===== src/rtl/pipeline_sequencer.sv =====
// Run-control and hazard sequencer for the 5-stage pipeline: drives PC/IF-ID enables,
// per-stage flush/bubble controls, run/step/drain/halt sequencing, sticky fault cause and counters.
module pipeline_sequencer #(
  parameter int DRAIN_CYCLES = 3,
  parameter int CNT_W        = 16
) (
  input  logic             clock,
  input  logic             reset,
  input  logic             run_req,
  input  logic             step_req,
  input  logic             clear_req,
  input  logic [4:0]       id_rs1,
  input  logic [4:0]       id_rs2,
  input  logic             id_uses_rs1,
  input  logic             id_uses_rs2,
  input  logic             ex_memread,
  input  logic [4:0]       ex_rd,
  input  logic             mem_branch_taken,
  input  logic             err_fetch,
  input  logic             err_decode,
  input  logic             err_mem,
  output logic             pc_write,
  output logic             if_id_write,
  output logic             if_id_flush,
  output logic             id_ex_bubble,
  output logic             id_ex_flush,
  output logic             ex_mem_flush,
  output logic [2:0]       state,
  output logic             halted,
  output logic [2:0]       cause,
  output logic [CNT_W-1:0] stall_count,
  output logic [CNT_W-1:0] flush_count
);

  localparam int DW = (DRAIN_CYCLES > 1) ? $clog2(DRAIN_CYCLES) : 1;
  localparam logic [DW-1:0] DRAIN_LOAD = DW'(DRAIN_CYCLES - 1);

  typedef enum logic [2:0] {
    IDLE  = 3'd0,
    RUN   = 3'd1,
    STEP  = 3'd2,
    DRAIN = 3'd3,
    HALT  = 3'd4
  } state_t;

  state_t           state_q, state_nxt;
  logic [DW-1:0]    drain_q, drain_nxt;
  logic [2:0]       cause_q, cause_nxt;
  logic [CNT_W-1:0] stall_q, flush_q;
  logic             lu, any_err, advancing;
  logic             stall_inc, flush_inc;

  function automatic logic [CNT_W-1:0] sat_inc(input logic [CNT_W-1:0] v);
    return (&v) ? v : v + CNT_W'(1);
  endfunction

  // Only the highest-priority fault is recorded when several fire together.
  function automatic logic [2:0] fault_onehot(input logic m, input logic d, input logic f);
    if (m)      return 3'b100;
    else if (d) return 3'b010;
    else if (f) return 3'b001;
    return 3'b000;
  endfunction

  assign lu = ex_memread && (ex_rd != 5'd0) &&
              ((id_uses_rs1 && (id_rs1 == ex_rd)) || (id_uses_rs2 && (id_rs2 == ex_rd)));
  assign any_err   = err_mem || err_decode || err_fetch;
  assign advancing = (state_q == RUN) || (state_q == STEP);

  always_comb begin
    pc_write     = 1'b0;
    if_id_write  = 1'b0;
    if_id_flush  = 1'b0;
    id_ex_bubble = 1'b1;
    id_ex_flush  = 1'b0;
    ex_mem_flush = 1'b0;
    stall_inc    = 1'b0;
    flush_inc    = 1'b0;
    if (advancing) begin
      id_ex_bubble = 1'b0;
      if (err_mem) begin
        if_id_flush  = 1'b1;
        id_ex_flush  = 1'b1;
        ex_mem_flush = 1'b1;
      end else if (err_decode) begin
        if_id_flush  = 1'b1;
        id_ex_bubble = 1'b1;
      end else if (err_fetch) begin
        if_id_flush = 1'b1;
      end else if (mem_branch_taken) begin
        pc_write     = 1'b1;
        if_id_flush  = 1'b1;
        id_ex_flush  = 1'b1;
        ex_mem_flush = 1'b1;
        flush_inc    = 1'b1;
      end else if (lu) begin
        id_ex_bubble = 1'b1;
        stall_inc    = 1'b1;
      end else begin
        pc_write    = 1'b1;
        if_id_write = 1'b1;
      end
    end else if ((state_q == DRAIN) && err_mem) begin
      if_id_flush  = 1'b1;
      id_ex_flush  = 1'b1;
      ex_mem_flush = 1'b1;
    end
  end

  always_comb begin
    state_nxt = state_q;
    drain_nxt = drain_q;
    cause_nxt = cause_q;
    if (cause_q == 3'b000) begin
      if (advancing)
        cause_nxt = fault_onehot(err_mem, err_decode, err_fetch);
      else if ((state_q == DRAIN) && err_mem)
        cause_nxt = 3'b100;
    end
    case (state_q)
      IDLE: begin
        if (run_req)       state_nxt = RUN;
        else if (step_req) state_nxt = STEP;
      end
      RUN: begin
        if (any_err || !run_req) begin
          state_nxt = DRAIN;
          drain_nxt = DRAIN_LOAD;
        end
      end
      STEP: begin
        if (any_err || pc_write) begin
          state_nxt = DRAIN;
          drain_nxt = DRAIN_LOAD;
        end
      end
      DRAIN: begin
        // A fault captured in the final drain cycle must still land in HALT.
        if (drain_q == '0) state_nxt = (cause_nxt != 3'b000) ? HALT : IDLE;
        else               drain_nxt = drain_q - DW'(1);
      end
      HALT: begin
        if (clear_req) begin
          state_nxt = IDLE;
          cause_nxt = 3'b000;
        end
      end
      default: state_nxt = IDLE;
    endcase
  end

  always_ff @(posedge clock or negedge reset) begin
    if (!reset) begin
      state_q <= IDLE;
      drain_q <= '0;
      cause_q <= 3'b000;
      stall_q <= '0;
      flush_q <= '0;
    end else begin
      state_q <= state_nxt;
      drain_q <= drain_nxt;
      cause_q <= cause_nxt;
      if (stall_inc) stall_q <= sat_inc(stall_q);
      if (flush_inc) flush_q <= sat_inc(flush_q);
    end
  end

  assign state       = state_q;
  assign halted      = (state_q == HALT);
  assign cause       = cause_q;
  assign stall_count = stall_q;
  assign flush_count = flush_q;

endmodule


===== config.mk =====
export PLATFORM = sky130hd
export DESIGN_NAME = pipeline_sequencer
export DESIGN_NICKNAME = d
export VERILOG_FILES = /design/src/rtl/pipeline_sequencer.sv
export SDC_FILE = /design/constraint.sdc
export NUM_CORES = 1
export LEC_CHECK = 0
export ABC_AREA = 0
export CELL_PAD_IN_SITES_DETAIL_PLACEMENT = 1
export CELL_PAD_IN_SITES_GLOBAL_PLACEMENT = 2
export CORE_AREA = 2 2 91 93
export DETAILED_ROUTE_END_ITERATION = 10
export DIE_AREA = 0 0 93 95
export PLACE_DENSITY_LB_ADDON = 0.12
export SLEW_MARGIN = 20
export SYNTH_ARGS = -nofsm -noshare
export SYNTH_HDL_FRONTEND = slang
export SYNTH_SLANG_ARGS = --single-unit
export TNS_END_PERCENT = 1

===== constraint.sdc =====
create_clock -name clock -period 6.5 [get_ports clock]
set_clock_uncertainty 0.2 [all_clocks]
set_input_delay 1.3 -clock clock [delete_from_list [all_inputs] [get_ports clock]]
set_output_delay 1.3 -clock clock [all_outputs]
set_load 0.01 [all_outputs]

# Word-level counts from Yosys, hierarchy flattened
# Index checks and enable logic that the tools add are counted.
totals:
  romBits: 0
  regBits: 40
  latch_bits: 0
  word_cells: 104
  ram_bits: 0
  mem_count: 0
  inputBits: 27
  out_inout_bits: 45
classes:
  n_bitwise: 2
  n_reduce_logical: 24
  mul: 0
  n_eq_ne: 12
  shift: 0
  add_sub_neg: 3
  div: 0
  n_mux: 58
  n_lt_le_gt_ge: 0
ops:
  columns: ["op", "count"]
  rows:
  - ["$mux 3", 16]
  - ["$mux 1", 37]
  - ["$add 16x1->16 const B", 2]
  - ["$reduce_and 16->1", 2]
  - ["$pmux 3 s5", 1]
  - ["$eq 5x5->1", 2]
  - ["$eq 3x2->1 const B", 2]
  - ["$logic_not 3->1", 2]
  - ["$logic_or 1x1->1", 6]
  - ["$mux 2", 3]
  - ["$ne 2x1->1 const B", 3]
  - ["$pmux 2 s3", 1]
  - ["$reduce_bool 3->1", 2]
  - ["$logic_and 1x1->1", 5]
  - ["$reduce_and 5->1", 1]
  - ["$reduce_bool 5->1", 1]
  - ["$ne 2x2->1 const B", 2]
  - ["$reduce_and 2->1", 2]
  - ["$reduce_and 4->1", 1]
  - ["$eq 3x1->1 const B", 1]
  - ["$eq 3x3->1 const B", 1]
  - ["$ne 3x3->1 const B", 1]
  - ["$logic_not 2->1", 1]
  - ["$not 1->1", 2]
  - ["other kinds (2)", 2]

# Depth between registers and ports, before layout
# Gate-level depths: netlist (run 1).
logic_depth:
  word_depth: 13
  mapped_depth: 10
  mapped_depth_nobuf: 7

# Least setup slack after synthesis (run 1)
# No wires, ideal clock.
synth_path:
  path_type: "input to output"
  startpoint: "in ex_rd[1]"
  endpoint: "out id_ex_bubble"
  stages: 5
  setup_slack_ps: 2600
  arrival_ps: 2400
  n_path_buf: 0
  path_cell_list: "or4_1 o21ai_0 nand2b_1 o31a_1 o21ai_0"
synth_between:
  elab_chain_len: 10
  elab_cells_between_ends: 14
  cone_classes: "eq/ne (2); mux (6); reduce/logical (6)"
synth_rtl:
  columns: ["element", "line_no", "rtl"]
  rows:
  - ["start, declared", "17", "input logic [4:0] ex_rd,"]
  - ["$eq 5x5->1", "66", "((id_uses_rs1 && (id_rs1 == ex_rd)) || (id_uses_rs2 && (id_rs2 == ex_rd)));"]
  - ["$logic_and 1x1->1", "66", null]
  - ["$logic_or 1x1->1", "66", null]
  - ["$logic_and 1x1->1 *", "65", "assign lu = ex_memread && (ex_rd != 5'd0) &&"]
  - ["$mux 1 *", "96", "end else if (lu) begin"]
  - ["$mux 1 *", "90", "end else if (mem_branch_taken) begin"]
  - ["$mux 1 *", "88", "end else if (err_fetch) begin"]
  - ["$mux 1 *", "85", "end else if (err_decode) begin"]
  - ["$mux 1 *", "81", "if (err_mem) begin"]
  - ["$mux 1 *", "79", "if (advancing) begin"]
  - ["end, declared", "25", "output logic id_ex_bubble,"]
# Mark *: on every way between the ends. The rest lies on a longest branch, timed or not.

# Worst setup path after layout (run 1)
# Ends and elaborated chain as after synthesis.

==> flow_summary_export.csv, run 1 <==
group,metric,value,unit
run_status,status,"completed",
yosys,yosys.area.top_type,"dfrtp_1",
timing,fin_crit_sh,77.6,%
route,drt-initial-drc-count,60,
worst_setup_path,rr_endpoint,"stall_count[15]",
clock_tree,hold_buffers,0,
power_and_ir_drop,sequentialPowerShare,40.3,%
yosys,synth_edf_count,0,
power_and_ir_drop,p_per_area,255,nW/µm²
yosys,syn_inst,234,
finish,n_antenna_cell,0,
job,maxCapViolations,0,
die,fp-row-count,33,
placed_design,port_buffers,71,
clock_tree,cts-root-buf,"clkbuf_8",
route,firstDrtPassIters,4,
route,totalWireLength,5940,µm
power_and_ir_drop,comb_power_share,34.6,%
worst_setup_path,crit_arrival,3.55,ns
timing,fmax,198,MHz
clock_tree,clk_pin_slew_worst_paths,0.08,ns
finish,n_fill_cell,916,
yosys,yosysWarningCount,0,
finish,regArea,1000,µm²
timing,hold_viol,0,
timing,rsz0062_at_grt,"no",
yosys,postSynthRegisterBits,40,
worst_setup_path,startpoint,"ex_rd[1]",
yosys,synth_common_cells,"dfrtp_1, xnor2_1, nand2_1",
timing,drv_slew,0,
yosys,ys_async_sr_fraction,100,%
die,start_util,28.7,%
finish,multi_input_area,1170,µm²
global_routing,antenna_found_initial,0,
worst_setup_path,crit_path_end,"id_ex_bubble",
worst_hold_path,hold_path_class,"register to register",
clock_tree,htree_levels,2,
placed_design,dp_hpwl,4370,µm
die,core,7930,µm²
timing,period_needed,5.05,ns
worst_setup_path,end_kind,"primary output",
route,wire_per_inst,14.5,µm
finish,drive_gt1_share,7.57,%
power_and_ir_drop,p_int,0.535,mW
power_and_ir_drop,p_sw_share,34.1,%
global_routing,groute.usage.overall,14.1,%
route,postRouteAntennaNets,0,
clock_tree,numCtsBuffers,5,
yosys,synth.avg_cell_area,9.72,µm²
finish,nets,333,
die,dieWidth,93,µm
timing,worstMarginPinSlew,0.688,ns
die,num_io_pins,72,
placed_design,gp_congestion,0.741,
timing,whs,0.296,ns
global_routing,grt_overflow,0,
power_and_ir_drop,vdd.ir_drop.worst,0.106,mV
global_routing,grt_pass1_vias,2076,
yosys,yosys_most_used_dff,"dfrtp_1",
timing,slew_headroom,54.2,%
worst_setup_path,required,5.00,ns
yosys,synth_area,2270,µm²
clock_tree,cts_resized,0,
power_and_ir_drop,p_sw,0.277,mW
timing,tns,0,ns
die,die_h,95,µm
clock_tree,cts_tree,"yes",
route,route.vias.total,2003,
yosys,syn_nets,264,
power_and_ir_drop,power_frac_clock,25.2,%
yosys,yosysTopAreaCellShare,44.0,%
clock_tree,post_cts_buffers,0,
global_routing,grt_max_degree,41,
route,drc,0,
yosys,ys_seq_area_share,44.0,%
worst_setup_path,r2r-start,"state[1]",
finish,final_core_util,40.2,%
worst_setup_path,critPathKind,"input port to primary output",
worst_setup_path,crit_path_start_kind,"input port",
clock_tree,cts_buffer_depth,2,
route,viasPerCell,4.90,
finish,area_delta_synth_final,40.0,%
worst_setup_path,worstRegToRegCells,6,
worst_setup_path,rrSetupSlack,3.66,ns
yosys,synth_most_common_cell,"dfrtp_1",
die,dieArea,8840,µm²
clock_tree,insertion_delay,0.29,ns
power_and_ir_drop,power.leakage,1.33,nW
timing,finalSetupViolCount,0,
global_routing,grt_pass1_wl,10000,µm
yosys,yosys.cell_types.count,41,
clock_tree,cts.sink_count,40,
yosys,synth_area_leaders,"dfrtp_1, xnor2_1, xor2_1",
worst_setup_path,path_max_fanout,6,
==> logic make-up after synthesis <==
group	count (synthesis)	synth area share, %
compound gates	27	7.54
xor+xnor	39	15.0
fa+ha+maj	3	1.65
buf+inv	22	4.57
flops	40	44.0
mux	4	1.98
simple gates	99	25.2
==> sequential cells by signal, summed over array words and instances, names as in the netlist <==
register     cells
stall_count     16
flush_count     16
cause            3
state            3
drain_q          2
==> routing by layer <==
metal / share of wire, % / global-route usage [%] / wire [µm]
met1: 48 / 18.7 / 2870
met2: 47 / 23.3 / 2770
met3: 4.3 / 3.03 / 253
met4: 0.86 / 3.68 / 51
met5: 0 / 0 / 0
==> stage by stage <==
stage / setup WS [ns] / total power, mW / std cells / instance area (µm²)
6_report: 1.45 / 0.813 / 409 / 3180
3_5_place_dp: 1.43 / 0.617 / 400 / 3050
3_3_place_gp: 1.50 / 0.613 / 400 / 3050
4_1_cts: 1.43 / 0.828 / 408 / 3160
5_1_grt: 1.29 / 0.874 / 409 / 3180
2_1_floorplan: 2.60 / 0.475 / 234 / 2270
==> power by group through the flow <==
stage	clock, mW	sequential, mW	combinational [mW]
after floorplan	0	0.316	0.159
after global placement	0	0.333	0.280
after detailed placement	0	0.334	0.283
after CTS	0.215	0.329	0.284
after global routing	0.224	0.336	0.314
final	0.205	0.327	0.281
==> cell usage in the layout (no fill, tap or decap), types with 2 or more instances in the layout <==
cell type,count
nand2_1,20
mux2_2,3
and4_1,2
clkbuf_8,5
o31a_1,2
nor3_1,7
nor3_2,5
inv_1,12
xnor2_1,27
o22ai_1,2
o21ai_0,7
nor4_2,2
dfrtp_1,40
nor2_1,14
nand4_1,9
ha_1,3
clkdlybuf4s50_1,70
nand3_1,13
and3_1,7
nor4b_1,2
xor2_1,12
a21oi_1,6
nor4_1,5
a31oi_1,4
o211a_1,2
nor2b_1,3
nand2b_1,3
==> critical path: stages <==
cell	delay [ns]
clkdlybuf4s50_1	0.47
or4_1	0.55
o21ai_0	0.19
nand2b_1	0.29
o31a_1	0.17
o21ai_0	0.08
clkdlybuf4s50_1	0.50
==> area by class of cell <==
cell class / instances / area share (%)
multi-input cells: 172 / 36.7
well taps: 105 / 4.13
inverters: 12 / 1.41
flip-flops and latches: 40 / 31.4
repair buffers: 72 / 22.8
clock inverters: 3 / 1.34
clock buffers: 5 / 2.16
==> worst min-delay path by stage <==
stage / slack [ns] / depth (start not counted) / from / end
CTS: 0.30 / 1 / flush_count[8] / flush_count[8]
global placement: 0.28 / 1 / flush_count[5] / flush_count[5]
finish: 0.30 / 1 / flush_count[8] / flush_count[8]
detailed placement: 0.28 / 1 / flush_count[5] / flush_count[5]
floorplan: 0.29 / 2 / drain_q[0] / drain_q[0]
global route: 0.33 / 1 / flush_count[8] / flush_count[8]
Note: power is estimated with default switching activity, not from simulation.
==> run 2, diff against run 1 <==
CORE_AREA = 2 2 99 101   (was 2 2 91 93)
DIE_AREA = 0 0 101 103   (was 0 0 93 95)
clock period = 4.4 ns   (was 6.5 ns; I/O delays follow)
==> flow_summary_export.csv, run 2 (same netlist as run 1, synthesis figures left out) <==
group,metric,value,unit
worst_setup_path,rr_endpoint,"stall_count[15]",
route,viasPerCell,4.66,
die,fp-row-count,36,
route,totalWireLength,6250,µm
clock_tree,clk_pin_slew_worst_paths,0.08,ns
die,core,9460,µm²
timing,tns,0,ns
finish,regArea,1000,µm²
global_routing,grt_pass1_vias,2118,
route,firstDrtPassIters,4,
worst_setup_path,end_kind,"primary output",
finish,drive_gt1_share,7.24,%
route,route.vias.total,1946,
finish,multi_input_area,1170,µm²
power_and_ir_drop,p_sw_share,34.0,%
clock_tree,cts_resized,0,
worst_setup_path,path_max_fanout,6,
timing,rsz0062_at_grt,"no",
global_routing,antenna_found_initial,0,
worst_hold_path,hold_start,"flush_count[8]",
timing,fmax,240,MHz
clock_tree,numCtsBuffers,5,
worst_setup_path,rrSetupSlack,1.55,ns
clock_tree,htree_levels,2,
clock_tree,cts-root-buf,"clkbuf_8",
placed_design,port_buffers,71,
finish,area_delta_synth_final,39.8,%
route,drc,0,
worst_hold_path,hold_path_class,"register to register",
timing,drv_slew,0,
die,start_util,24.0,%
clock_tree,hold_buffers,0,
global_routing,groute.usage.overall,12.5,%
worst_setup_path,worstRegToRegCells,6,
worst_hold_path,holdPathEnd,"flush_count[8]",
power_and_ir_drop,power_frac_clock,25.0,%
die,num_io_pins,72,
worst_setup_path,r2r-start,"state[1]",
global_routing,grt_max_degree,41,
power_and_ir_drop,p_sw,0.407,mW
timing,fin_crit_sh,94.8,%
clock_tree,cts_tree,"yes",
power_and_ir_drop,power.leakage,1.33,nW
finish,final_common_cell,"clkdlybuf4s50_1",
timing,slew_headroom,38.7,%
clock_tree,post_cts_buffers,0,
timing,finalSetupViolCount,0,
finish,n_antenna_cell,0,
finish,nets,333,
finish,final_area,3180,µm²
worst_setup_path,crit_arrival,3.09,ns
die,dieWidth,101,µm
clock_tree,cts_buffer_depth,2,
finish,final_cell_mix,"clkdlybuf4s50_1, dfrtp_1, xnor2_1",
die,dieArea,10400,µm²
route,postRouteAntennaNets,0,
worst_setup_path,critPathKind,"input port to primary output",
clock_tree,insertion_delay,0.28,ns
timing,hold_viol,0,
worst_setup_path,crit_path_start_kind,"input port",
power_and_ir_drop,vdd.ir_drop.worst,0.139,mV
job,maxCapViolations,0,
route,drt-initial-drc-count,34,
power_and_ir_drop,sequentialPowerShare,40.4,%
clock_tree,cts.sink_count,40,
timing,period_needed,4.17,ns
global_routing,grt_overflow,0,
worst_hold_path,hold_path_depth,1,
route,wire_per_inst,14.9,µm
global_routing,grt_pass1_wl,10300,µm
power_and_ir_drop,comb_power_share,34.6,%
placed_design,dpl-instance-area,3070,µm²
power_and_ir_drop,p_int,0.790,mW
placed_design,dp_hpwl,4660,µm
die,die_h,103,µm
run_status,status,"completed",
timing,worstMarginPinSlew,0.920,ns
finish,n_fill_cell,1075,
worst_setup_path,required,3.32,ns
power_and_ir_drop,p_per_area,376,nW/µm²
placed_design,gp_congestion,0.718,
[run 2: routing by layer]
metal  part of all wire, %  wire [µm]  track usage, %  vias up
met5                     0          0               0        -
met4                  0.56         35            2.91        0
met3                   4.1        256            2.92        2
met2                    47       2950            21.3       50
met1                    48       3000            16.1      941
li1                      -          -               -      953
[run 2: power by group through the flow]
stage | clock network [mW] | registers (mW) | logic [mW]
2_1_floorplan | 0 | 0.466 | 0.235
3_3_place_gp | 0 | 0.494 | 0.417
3_5_place_dp | 0 | 0.493 | 0.419
4_1_cts | 0.315 | 0.486 | 0.422
5_1_grt | 0.331 | 0.493 | 0.462
6_report | 0.300 | 0.483 | 0.414
[run 2: per-stage QoR]
stage               total power [mW]  utilization, %  setup slack [ns]  cells  hold slack, ns
global placement               0.911            32.5             0.209    410           0.277
CTS                             1.22            33.6             0.198    418           0.303
detailed placement             0.913            32.5             0.208    410           0.286
finish                          1.20            33.6             0.228    418           0.302
floorplan                      0.702               -              1.34    234           0.288
global route                    1.29            33.6            0.0593    418           0.316
[run 2: worst max-delay path by stage]
stage / startpoint / to / slack (ns) / cells past startpoint
2_1_floorplan: ex_rd[1] / id_ex_bubble / 1.34 / 5
6_report: ex_rd[1] / pc_write / 0.23 / 6
3_5_place_dp: ex_rd[1] / pc_write / 0.21 / 6
3_3_place_gp: ex_rd[1] / pc_write / 0.21 / 6
5_1_grt: ex_rd[1] / pc_write / 0.06 / 6
4_1_cts: ex_rd[1] / pc_write / 0.20 / 6
[run 2: cell type report]
type	count	share of cell area [%]
inverter	12	1.42
clock inverter	2	1.10
timing repair buffer	72	22.4
multi-input combinational	172	36.8
clock buffer	6	2.28
tap	114	4.49
sequential	40	31.5
[run 2: worst max-delay path, stage by stage]
cell and delay (ns):
clkdlybuf4s50_1 0.47, or4_1 0.53, o21ai_0 0.18, nand2b_1 0.29, o211a_1 0.20, clkdlybuf4s50_1 0.54
